===== config.mk =====
export PLATFORM = sky130hd
export DESIGN_NAME = pipe_hazard_ctrl
export DESIGN_NICKNAME = d
export VERILOG_FILES = /design/src/rtl/pipe_hazard_ctrl.sv
export SDC_FILE = /design/constraint.sdc
export NUM_CORES = 1
export LEC_CHECK = 0
export ABC_AREA = 0
export BUFFER_PORTS_ARGS = -buffer_cell sky130_fd_sc_hd__clkbuf_2
export CAP_MARGIN = 20
export CORE_ASPECT_RATIO = 0.5
export CORE_MARGIN = 5
export CORE_UTILIZATION = 45
export CTS_CLUSTER_SIZE = 30
export DETAILED_ROUTE_END_ITERATION = 8
export GPL_TIMING_DRIVEN = 1
export PLACE_DENSITY = 0.67
export SYNTH_ARGS = -nofsm -noshare
export SYNTH_HDL_FRONTEND = slang
export SYNTH_SLANG_ARGS = --single-unit

===== constraint.sdc =====
create_clock -name clk -period 2.1 [get_ports clk]
set_input_delay 0.21 -clock clk [delete_from_list [all_inputs] [get_ports clk]]
set_output_delay 0.21 -clock clk [all_outputs]
set_load 0.005 [all_outputs]

===== src/rtl/pipe_hazard_ctrl.sv =====
// Stall/flush sequencer for the five pipeline registers. It also drops stale fetch
// returns after a redirect and keeps saturating stall and redirect counters.
//
// state | meaning
// IDLE  | no fetch outstanding, or the outstanding fetch completes this cycle
// WAIT  | fetch outstanding, and its instruction is still wanted
// DRAIN | fetch outstanding but squashed by a redirect; its return is discarded
module pipe_hazard_ctrl #(
  parameter int CNT_W = 32
) (
  input  logic             clk,
  input  logic             reset,
  input  logic             ireq_valid,
  input  logic             iresp_data_ok,
  input  logic             dreq_valid,
  input  logic             dresp_data_ok,
  input  logic             jump_flag,
  input  logic             load_use,
  output logic             stall_pc,
  output logic             stall_if_id,
  output logic             stall_id_ex,
  output logic             stall_ex_mem,
  output logic             stall_mem_wb,
  output logic             flush_if_id,
  output logic             flush_id_ex,
  output logic             flush_ex_mem,
  output logic             redirect_take,
  output logic             fetch_discard,
  output logic [1:0]       fetch_state,
  output logic [CNT_W-1:0] stall_cycles,
  output logic [CNT_W-1:0] redirect_cnt
);

  localparam logic [1:0] S_IDLE  = 2'd0;
  localparam logic [1:0] S_WAIT  = 2'd1;
  localparam logic [1:0] S_DRAIN = 2'd2;
  localparam logic [CNT_W-1:0] CNT_ONE = 1;

  logic [1:0]       r_state;
  logic [1:0]       w_state_nxt;
  logic [CNT_W-1:0] r_stall_cycles;
  logic [CNT_W-1:0] r_redirect_cnt;

  logic w_drain;
  logic w_fetch_pending;
  logic w_d_busy;
  logic w_i_busy;
  logic w_redirect;
  logic w_stall_inc;

  assign w_drain         = (r_state == S_DRAIN);
  assign w_fetch_pending = ireq_valid & ~iresp_data_ok;
  assign w_d_busy        = dreq_valid & ~dresp_data_ok;
  assign w_i_busy        = w_drain | w_fetch_pending;
  assign w_redirect      = jump_flag & ~w_d_busy;
  assign w_stall_inc     = w_d_busy | (w_i_busy & ~w_drain);

  always_comb begin
    stall_pc      = 1'b0;
    stall_if_id   = 1'b0;
    stall_id_ex   = 1'b0;
    stall_ex_mem  = 1'b0;
    stall_mem_wb  = 1'b0;
    flush_if_id   = 1'b0;
    flush_id_ex   = 1'b0;
    flush_ex_mem  = 1'b0;
    redirect_take = 1'b0;
    fetch_discard = 1'b0;
    if (!reset) begin
      fetch_discard = w_drain & iresp_data_ok;
      if (w_d_busy) begin
        stall_pc     = 1'b1;
        stall_if_id  = 1'b1;
        stall_id_ex  = 1'b1;
        stall_ex_mem = 1'b1;
        stall_mem_wb = 1'b1;
      end else if (w_redirect) begin
        flush_if_id   = 1'b1;
        flush_id_ex   = 1'b1;
        flush_ex_mem  = 1'b1;
        redirect_take = 1'b1;
      end else if (w_drain) begin
        // Back of the pipe keeps draining; if_id holds a bubble until the stale return lands.
        stall_pc    = 1'b1;
        flush_if_id = 1'b1;
      end else if (w_i_busy) begin
        stall_pc     = 1'b1;
        stall_if_id  = 1'b1;
        stall_id_ex  = 1'b1;
        stall_ex_mem = 1'b1;
        stall_mem_wb = 1'b1;
      end else if (load_use) begin
        stall_pc    = 1'b1;
        stall_if_id = 1'b1;
        flush_id_ex = 1'b1;
      end
    end
  end

  always_comb begin
    w_state_nxt = r_state;
    case (r_state)
      S_IDLE: begin
        if (w_fetch_pending) w_state_nxt = w_redirect ? S_DRAIN : S_WAIT;
      end
      S_WAIT: begin
        // A return that coincides with a redirect is killed by flush_if_id, so no drain is needed.
        if (iresp_data_ok)   w_state_nxt = S_IDLE;
        else if (w_redirect) w_state_nxt = S_DRAIN;
      end
      S_DRAIN: begin
        if (iresp_data_ok) w_state_nxt = S_IDLE;
      end
      default: w_state_nxt = S_IDLE;
    endcase
  end

  always_ff @(posedge clk) begin
    if (reset) begin
      r_state        <= S_IDLE;
      r_stall_cycles <= '0;
      r_redirect_cnt <= '0;
    end else begin
      r_state <= w_state_nxt;
      if (w_stall_inc && (r_stall_cycles != '1))
        r_stall_cycles <= r_stall_cycles + CNT_ONE;
      if (redirect_take && (r_redirect_cnt != '1))
        r_redirect_cnt <= r_redirect_cnt + CNT_ONE;
    end
  end

  assign fetch_state  = r_state;
  assign stall_cycles = r_stall_cycles;
  assign redirect_cnt = r_redirect_cnt;

endmodule


Word-level counts from Yosys, hierarchy flattened
Cells that the tools add are included.
- bits of input ports: 8
- register bits: 66
- logic and storage cells: 61
- add/subtract/negate cells: 2
- equality and inequality tests: 7
- reductions and logical operators: 4
- multiplexer cells: 34
- bitwise logic cells: 11
- operator list (kind ; number):
    adder 32 x 1 -> 32 bit (second input constant) ; 2
    != test 32 bit (second input constant) ; 2
    two-way mux 1 bit ; 28
    two-way mux 2 bit ; 5
    case mux 2 bit (3 select lines) ; 1
    AND 1 bit ; 5
    != test 2 bit (second input constant) ; 2
    NOT 1 bit ; 4
    != test 3 bit (second input constant) ; 1
    AND reduction 3 bit ; 1
    equality test 2 x 1 -> 1 bit (second input constant) ; 1
    equality test 2 bit (second input constant) ; 1
    logical AND 1 bit ; 2
    zero test 2 bit ; 1
    OR 1 bit ; 2

Longest topological paths before layout
Gate-level depths: netlist of the first run.
- depth in word-level cells: 8
- gate-level depth with buffers: 8
- depth with buffers taken out: 6

Worst setup path after synthesis of the first run
Ideal clock, no wire load.
- path type: reg2reg
- start: register r_stall_cycles[10], in the netlist stall_cycles[10]
- end: register r_stall_cycles[1], in the netlist stall_cycles[1]
- path buffers: 1
- library setup time: 128 ps
- required time: 1972 ps
- path slack: 82 ps
- arrival time: 1890 ps
- cell stages (with the launch flop): 7
- clock period less this slack: 2018 ps
- cells stage by stage: dfxtp_1 -> nand3_2 -> or4_1 -> o31ai_4 -> buf_4 -> mux2i_1 -> nor2_1
- cells in the longest elaborated chain, start to end: 2
- ends and longest elaborated chain (item ; line ; source):
    start, declared ; 41 ; logic [CNT_W-1:0] r_stall_cycles;
    start signal, assigned ; 126 ; r_stall_cycles <= r_stall_cycles + CNT_ONE;
    != test 32 bit ; 125 ; if (w_stall_inc && (r_stall_cycles != '1))
    logical AND 1 bit ; 125 ;
Every way passes these cells.
A chain may end at the register's enable or synchronous reset.

Final worst setup path of the first run
- start: register r_stall_cycles[0], in the netlist stall_cycles[0]
- end: register r_stall_cycles[29], in the netlist stall_cycles[29]
- cells in the longest elaborated chain, start to end: 2
- elaborated cells between the ends (all ways): 3
- ends and longest elaborated chain (item):
    branches (longest 2 deep; another with adder 32 x 1 -> 32 bit)
Parallel ways; which one is timed is not known.

==> results.json, run 1 <==
{
  "power_leakage_nw": 1.81,
  "viasPerCell": 5.69,
  "end_kind": "register",
  "grt_pass1_wl_um": 16400,
  "diodes": 0,
  "io_pins": 84,
  "clk_latency_ns": 0.33,
  "wl_met1_um": 4640,
  "maxCapViolCount": 0,
  "seqCellArea_um2": 1320,
  "clock-sinks": 66,
  "grt_usage": 0.206,
  "setup_ws_ns": 0.107,
  "ctsRootBufferMaster": "clkbuf_16",
  "fin_skew_ns": 0.00362,
  "period_minus_slack_ns": 1.99,
  "status": "completed",
  "ys_types": 49,
  "tns_ns": 0,
  "numCtsBuffers": 9,
  "setup_viol": 0,
  "grt_antenna_before_repair": 0,
  "power_density_nw_per_um2": 623,
  "cts_hold_buf": 0,
  "mostFrequentLayoutCell": "clkbuf_2",
  "syn_area_um2": 3560,
  "period_share": 0.949,
  "tightest_slew_ns": 0.738,
  "synth_nets": 446,
  "die_y_um": 72.9,
  "rsz0062_at_grt": "false",
  "dp_cells": 658,
  "num-nets-final": 572,
  "wl_per_cell_um": 14.6,
  "ys.flop_type": "dfxtp_1",
  "place_congestion": 0.816,
  "highest_layer": "met4",
  "dieArea_um2": 9900,
  "wl_um": 9860,
  "ys_warn_count": 0,
  "start_util": 0.474,
  "wl_met2_um": 4500,
  "hold_class": "in -> reg",
  "synth_edf_count": 0,
  "layout_common_cells": "clkbuf_2 (83), dfxtp_1 (64), buf_4 (55), a21oi_1 (53), or4_1 (34)",
  "crit_fanout": 5,
  "final_layout_size_suffix_gt1_frac": 0.305,
  "final_hold_viol_count": 0,
  "die_x_um": 136,
  "async_flop_share": 0,
  "dp_slack_ns": 0.0556,
  "wl_met3_um": 599,
  "h-tree-depth": 3,
  "grt_max_degree": 71,
  "cts_buffer_depth": 2,
  "grt_overflow": 0,
  "grt_pass1_vias": 3322,
  "post-route-util": 0.637,
  "cp.required_ns": 2.36,
  "syn-instance-count": 436,
  "cts_tree": "done",
  "nFillCells": 655,
  "drt_iter0_markers": 272,
  "rows": 22,
  "synth-seq-area-share": 0.371,
  "clk_pin_slew_ns": 0.05,
  "start_kind": "register",
  "drtPass1Iterations": 5,
  "design.core.area_um2": 7510,
  "final_cell_count_no_fill": 675,
  "finalMaxSlewViolations": 0,
  "fmax_ghz": 0.502,
  "multi_input_area_um2": 2120,
  "arrival_ns": 2.25,
  "maxSlewHeadroom": 0.508,
  "syn_area_per_cell_um2": 8.17,
  "vdd_drop_max_mv": 0.381,
  "antenna_left": 0,
  "num_vias": 3839,
  "io_buffers": 83,
  "path_class": "reg -> reg",
  "dp.final_hpwl_um": 7070,
  "ys_seq_elements": 66,
  "drc": 0,
  "area_growth_pct": 34.4
}
## registers in the layout, indices dropped and copies added (netlist names)
register and flops:
fetch_state 2, redirect_cnt 32, stall_cycles 32
## layout make-up
cell class / count / share of cell area
Timing Repair Buffer: 140 / 0.180
Sequential cell: 66 / 0.277
Inverter: 9 / 0.00706
Tap cell: 108 / 0.0282
Multi-Input combinational cell: 336 / 0.442
Clock buffer: 15 / 0.0601
Clock inverter: 1 / 0.00627
## Yosys cell counts (2+ instances only)
cell type | count | area [um^2]
nand3_1 | 20 | 100
nand4_1 | 22 | 138
o211ai_1 | 4 | 30.0
and3_1 | 8 | 50.1
and4_1 | 9 | 78.8
nor2_1 | 20 | 75.1
o21a_1 | 2 | 15.0
dfxtp_1 | 66 | 1320
o311a_1 | 2 | 20.0
clkbuf_1 | 16 | 60.1
nor3_1 | 8 | 40.0
ha_1 | 2 | 25.0
a21oi_1 | 53 | 265
inv_1 | 9 | 33.8
nand2_1 | 29 | 109
nor2b_1 | 6 | 37.5
o31ai_1 | 30 | 225
mux2_2 | 3 | 33.8
buf_2 | 3 | 15.0
nor4_1 | 7 | 43.8
nand2b_1 | 5 | 31.3
or3_1 | 21 | 131
o41ai_1 | 2 | 17.5
nand4b_1 | 3 | 26.3
o31a_1 | 2 | 17.5
or4_1 | 34 | 255
buf_4 | 5 | 37.5
o21ai_0 | 21 | 105
and2_1 | 4 | 25.0
## through the flow
step                      area (um^2)  hold WS, ns  power [W]
after floorplan                  3560        0.287    0.00137
after global placement           4430        0.439    0.00143
after detailed placement         4430        0.438    0.00143
after CTS                        4750       0.0817    0.00302
after global routing             4790       0.0929    0.00311
final                            4790       0.0935    0.00298
## kinds of logic after synthesis
logic type	after synthesis	synth area share
and+or+nand+nor	204	0.343
xor gates and xnor gates	2	0.00492
buffers and inverters	34	0.0443
muxes	4	0.0123
adders and majority gates	2	0.00703
DFF	66	0.371
AOI/OAI and AO/OA	124	0.218
## where the power goes
part           switching [W]  total, W  leakage (nW)  internal, W
clock network       0.000526   0.00157         0.156      0.00105
logic              0.0000815  0.000139          1.12    0.0000571
registers         0.00000746   0.00127         0.533      0.00126
total               0.000615   0.00298          1.81      0.00237
## critical path, cell delays in order, from the launching register on
cell     delay [ns]
dfxtp_1        0.31
ha_1           0.22
and3_1         0.23
nand4_1        0.20
buf_4          0.19
nand4_1        0.12
or4_1          0.49
a21oi_1        0.16
## metal layers
metal	vias to the layer above	GRT usage
met5	-	0
met1	1792	0.278
li1	1958	-
met3	13	0.0682
met4	0	0.0637
met2	76	0.316
## final timing paths
kind,start,depth (start not counted),endpoint,slack (ns)
setup / recovery,stall_cycles[0],7,stall_cycles[29],0.11
hold / removal,iresp_data_ok,2,fetch_state[1],0.09
setup reg to reg,stall_cycles[0],7,stall_cycles[29],0.11
hold reg to reg,redirect_cnt[13],2,redirect_cnt[13],0.49
## timing repair
| item | 4_1_cts | 5_1_grt |
|---|---|---|
| gates resized for setup | 0 | 8 |
| setup endpoints to repair | 0 | 21 |
| buffers inserted | 0 | 1 |
No activity file was read; power rests on OpenSTA's default activity.
==> run 2: changes to the inputs <==
==> constraint.sdc (replaced) <==
create_clock -name clk -period 2.1 [get_ports clk]
set_input_delay 0.315 -clock clk [delete_from_list [all_inputs] [get_ports clk]]
set_output_delay 0.315 -clock clk [all_outputs]
set_load 0.005 [all_outputs]
==> results.json, run 2 (synthesized netlist as in run 1, its figures left out) <==
{
  "setup_viol": 0,
  "layout_common_cells": "clkbuf_2 (83), dfxtp_1 (64), buf_4 (57), a21oi_1 (53), or4_1 (34)",
  "fin_skew_ns": 0.00658,
  "final_layout_size_suffix_gt1_frac": 0.312,
  "grt_pass1_wl_um": 16200,
  "diodes": 0,
  "status": "completed",
  "clk_pin_slew_ns": 0.05,
  "tns_ns": 0,
  "start_util": 0.474,
  "cts_hold_buf": 0,
  "power_density_nw_per_um2": 622,
  "final_hold_viol_count": 0,
  "vdd_drop_max_mv": 0.361,
  "grt_max_degree": 71,
  "grt_overflow": 0,
  "clock-sinks": 66,
  "io_buffers": 83,
  "io_pins": 84,
  "crit_fanout": 12,
  "wl_um": 10200,
  "rows": 22,
  "nFillCells": 698,
  "clk_latency_ns": 0.33,
  "hold_class": "in -> reg",
  "drt_iter0_markers": 243,
  "h-tree-depth": 3,
  "antenna_left": 0,
  "tightest_slew_ns": 0.730,
  "fmax_ghz": 0.501,
  "dieArea_um2": 9900,
  "place_congestion": 0.829,
  "path_class": "reg -> reg",
  "power_leakage_nw": 1.81,
  "cts_buffer_depth": 2,
  "die_x_um": 136,
  "drc": 0,
  "final_cell_count_no_fill": 676,
  "post-route-util": 0.638,
  "num-nets-final": 573,
  "period_minus_slack_ns": 2.00,
  "dp_cells": 659,
  "mostFrequentLayoutCell": "clkbuf_2",
  "arrival_ns": 2.25,
  "wl_per_cell_um": 15.1,
  "finalMaxSlewViolations": 0,
  "die_y_um": 72.9,
  "start_kind": "register",
  "grt_usage": 0.204,
  "maxSlewHeadroom": 0.513,
  "grt_antenna_before_repair": 0,
  "design.core.area_um2": 7510,
  "power_w": 0.00298,
  "num_vias": 3867,
  "grt_pass1_vias": 3367,
  "area_growth_pct": 34.7,
  "drtPass1Iterations": 5,
  "period_share": 0.950,
  "maxCapViolCount": 0,
  "cts_tree": "done",
  "cp.required_ns": 2.35,
  "dp.final_hpwl_um": 7110,
  "end_kind": "register",
  "ctsRootBufferMaster": "clkbuf_16",
  "viasPerCell": 5.72,
  "numCtsBuffers": 9
}
run 2: cell types whose count changed in the layout (fill, tap and decap cells not counted):
| cell | previous run | this run |
|---|---|---|
| buf_4 | 55 | 57 |
| nand3_4 | 1 | 0 |
| ha_1 | 1 | 2 |
| and4_2 | 0 | 2 |
| nor4_2 | 1 | 2 |
| nor4_1 | 6 | 5 |
| buf_6 | 1 | 0 |
| nand3_2 | 1 | 2 |
| ha_2 | 1 | 0 |
| nor4b_1 | 1 | 0 |
| and4_1 | 9 | 7 |
| nor4b_2 | 0 | 1 |
run 2: routing by layer:
layer | global-route usage | wire length [um] | vias to the layer above
met5 | 0 | 0 | -
met4 | 0.0704 | 60 | 0
met3 | 0.0606 | 491 | 5
met2 | 0.339 | 4840 | 69
met1 | 0.255 | 4800 | 1834
li1 | - | - | 1959
run 2: final timing paths:
check                                      start                to  slack [ns]  depth (start not counted)
worst max-delay path            stall_cycles[12]  stall_cycles[31]        0.10                          5
worst min-delay path               iresp_data_ok    fetch_state[1]        0.21                          2
worst max register to register  stall_cycles[12]  stall_cycles[31]        0.10                          5
worst min register to register  redirect_cnt[13]  redirect_cnt[13]        0.50                          2
run 2: per-stage QoR:
step | setup slack, ns | area, um^2 | hold slack (ns)
5_1_grt | -0.0125 | 4800 | 0.213
3_3_place_gp | 0.0488 | 4440 | 0.480
3_5_place_dp | 0.0397 | 4440 | 0.486
6_report | 0.105 | 4800 | 0.208
2_1_floorplan | 0.0819 | 3560 | 0.392
4_1_cts | 0.0499 | 4750 | 0.192
run 2: critical path, cell delays in order (launching register included):
cell     delay (ns)
dfxtp_2        0.36
nand3_2        0.14
or2_4          0.29
or3_4          0.43
or4_1          0.52
a21oi_1        0.16
run 2: area by class of cell:
class / instances / area (um^2) / share of cell area
Tap cell: 108 / 135 / 0.0282
Timing Repair Buffer: 141 / 863 / 0.180
Sequential cell: 66 / 1320 / 0.276
Multi-Input combinational cell: 336 / 2120 / 0.442
Clock buffer: 15 / 288 / 0.0600
Inverter: 9 / 33.8 / 0.00704
Clock inverter: 1 / 30.0 / 0.00626
run 2: repair_timing:
item,4_1_cts,5_1_grt
gates resized for setup,0,9
setup endpoints to repair,0,23
buffers inserted,0,1
run 2: power breakdown:
| part | total (W) | internal (W) | switching (W) |
|---|---|---|---|
| clock | 0.00158 | 0.00105 | 0.000531 |
| sequential | 0.00127 | 0.00126 | 0.00000661 |
| combinational | 0.000136 | 0.0000544 | 0.0000819 |
==> run 3: changes to the inputs <==
--- a/config.mk
+++ b/config.mk
@@ -8,13 +8,15 @@
 export ABC_AREA = 0
 export BUFFER_PORTS_ARGS = -buffer_cell sky130_fd_sc_hd__clkbuf_2
 export CAP_MARGIN = 20
+export CELL_PAD_IN_SITES_DETAIL_PLACEMENT = 0
+export CELL_PAD_IN_SITES_GLOBAL_PLACEMENT = 1
 export CORE_ASPECT_RATIO = 0.5
 export CORE_MARGIN = 5
-export CORE_UTILIZATION = 45
+export CORE_UTILIZATION = 36
 export CTS_CLUSTER_SIZE = 30
 export DETAILED_ROUTE_END_ITERATION = 8
 export GPL_TIMING_DRIVEN = 1
-export PLACE_DENSITY = 0.67
+export PLACE_DENSITY = 0.73
 export SYNTH_ARGS = -nofsm -noshare
 export SYNTH_HDL_FRONTEND = slang
 export SYNTH_SLANG_ARGS = --single-unit
==> results.json, run 3 (synthesized netlist as in run 1, its figures left out) <==
{
  "start_kind": "register",
  "grt_pass1_vias": 3484,
  "path_class": "reg -> reg",
  "viasPerCell": 5.49,
  "setup_ws_ns": 0.0978,
  "cp.depth": 6,
  "num_vias": 3879,
  "drtPass1Iterations": 4,
  "dieArea_um2": 12100,
  "nFillCells": 976,
  "design.core.area_um2": 9540,
  "critPathMaxStageDelay_ns": 0.58,
  "final_layout_size_suffix_gt1_frac": 0.317,
  "post-route-util": 0.507,
  "io_pins": 84,
  "cp_cell_sequence": "nand4_1 > or4_1 > nor4b_1 > buf_4 > xnor2_1 > nor2_1",
  "h-tree-depth": 3,
  "cp.required_ns": 2.30,
  "hold_depth": 2,
  "clk_pin_slew_ns": 0.05,
  "clk_latency_ns": 0.34,
  "setup_viol": 0,
  "fmax_ghz": 0.499,
  "grt_antenna_before_repair": 0,
  "vdd_drop_max_mv": 0.372,
  "maxCapViolCount": 0,
  "crit_fanout": 6,
  "die_y_um": 80.3,
  "crit_slowest_cell": "or4_1",
  "layout_common_cells": "clkbuf_2 (83), dfxtp_1 (63), buf_4 (59), a21oi_1 (53), or4_1 (33)",
  "finalMaxSlewViolations": 0,
  "hold_class": "in -> reg",
  "grt_max_degree": 49,
  "die_x_um": 151,
  "wl_per_cell_um": 14.8,
  "power_density_nw_per_um2": 591,
  "reg2reg_depth": 6,
  "ctsRootBufferMaster": "clkbuf_16",
  "grt_pass1_wl_um": 17000,
  "fin_skew_ns": 0.00561,
  "area_growth_pct": 35.9,
  "design_area_um2": 4840,
  "clock-sinks": 66,
  "dp_cells": 687,
  "antenna_left": 0,
  "cts_buffer_depth": 2,
  "cts_tree": "done",
  "period_minus_slack_ns": 2.00,
  "critPathBufInv": 1,
  "end_kind": "register",
  "wl_um": 10400,
  "mostFrequentLayoutCell": "clkbuf_2",
  "crit_family": "simple AND/OR/NAND/NOR gates",
  "numCtsBuffers": 9,
  "grt_overflow": 0,
  "num-nets-final": 576,
  "io_buffers": 83,
  "tightest_slew_ns": 0.521,
  "grt_usage": 0.176,
  "place_congestion": 0.777,
  "final_hold_viol_count": 0,
  "maxSlewHeadroom": 0.652,
  "dp.final_hpwl_um": 7580,
  "dp_slack_ns": 0.00352,
  "arrival_ns": 2.20,
  "drt_iter0_markers": 182,
  "rows": 25,
  "period_share": 0.953,
  "status": "completed",
  "drc": 0,
  "cts_hold_buf": 0,
  "start_util": 0.373,
  "power_leakage_nw": 1.82,
  "place_area_um2": 4480,
  "diodes": 0,
  "final_cell_count_no_fill": 706
}
-- run 3: timing repair --
item / CTS / global route
resized for setup: 1 / 14
endpoints found under the setup margin: 1 / 30
pin swaps: 0 / 2
setup buffers: 0 / 3
-- run 3: metrics by stage --
step	setup TNS, ns	power, W	hold slack, ns
after CTS	0	0.00290	0.197
after floorplan	0	0.00137	0.392
after global placement	0	0.00144	0.479
after global routing	-0.00776	0.00297	0.220
final	0	0.00286	0.203
after detailed placement	0	0.00144	0.493
-- run 3: worst reg2reg max path: stages, from the launching register on --
cell and delay [ns]:
dfxtp_1 0.42, nand4_1 0.20, or4_1 0.58, nor4b_1 0.33, buf_4 0.18, xnor2_1 0.11, nor2_1 0.05
-- run 3: final timing paths --
check	start	endpoint	slack [ns]
max	redirect_cnt[22]	redirect_cnt[24]	0.1
min	iresp_data_ok	fetch_state[1]	0.20
max reg2reg	redirect_cnt[22]	redirect_cnt[24]	0.1
min reg2reg	stall_cycles[15]	stall_cycles[15]	0.50
-- run 3: cell type report --
| cell class | count | area, um^2 | area share |
|---|---|---|---|
| Multi-Input combinational cell | 336 | 2130 | 0.440 |
| Sequential cell | 66 | 1330 | 0.274 |
| Timing Repair Buffer | 144 | 898 | 0.186 |
| Clock buffer | 14 | 274 | 0.0566 |
| Tap cell | 135 | 169 | 0.0349 |
| Inverter | 9 | 33.8 | 0.00698 |
| Clock inverter | 2 | 10.0 | 0.00207 |
-- run 3: where the power goes --
| part | total (W) | switching (W) | internal [W] |
|---|---|---|---|
| Sequential | 0.00127 | 0.00000847 | 0.00126 |
| Clock | 0.00145 | 0.000555 | 0.000893 |
| Combinational | 0.000143 | 0.0000835 | 0.0000590 |
-- run 3: metal layers --
layer / GRT usage / vias to the layer above / share of wire
met1: 0.223 / 1843 / 0.48
met3: 0.0496 / 10 / 0.046
met5: 0 / - / 0
met4: 0.0633 / 0 / 0.011
met2: 0.287 / 59 / 0.46
li1: - / 1967 / -
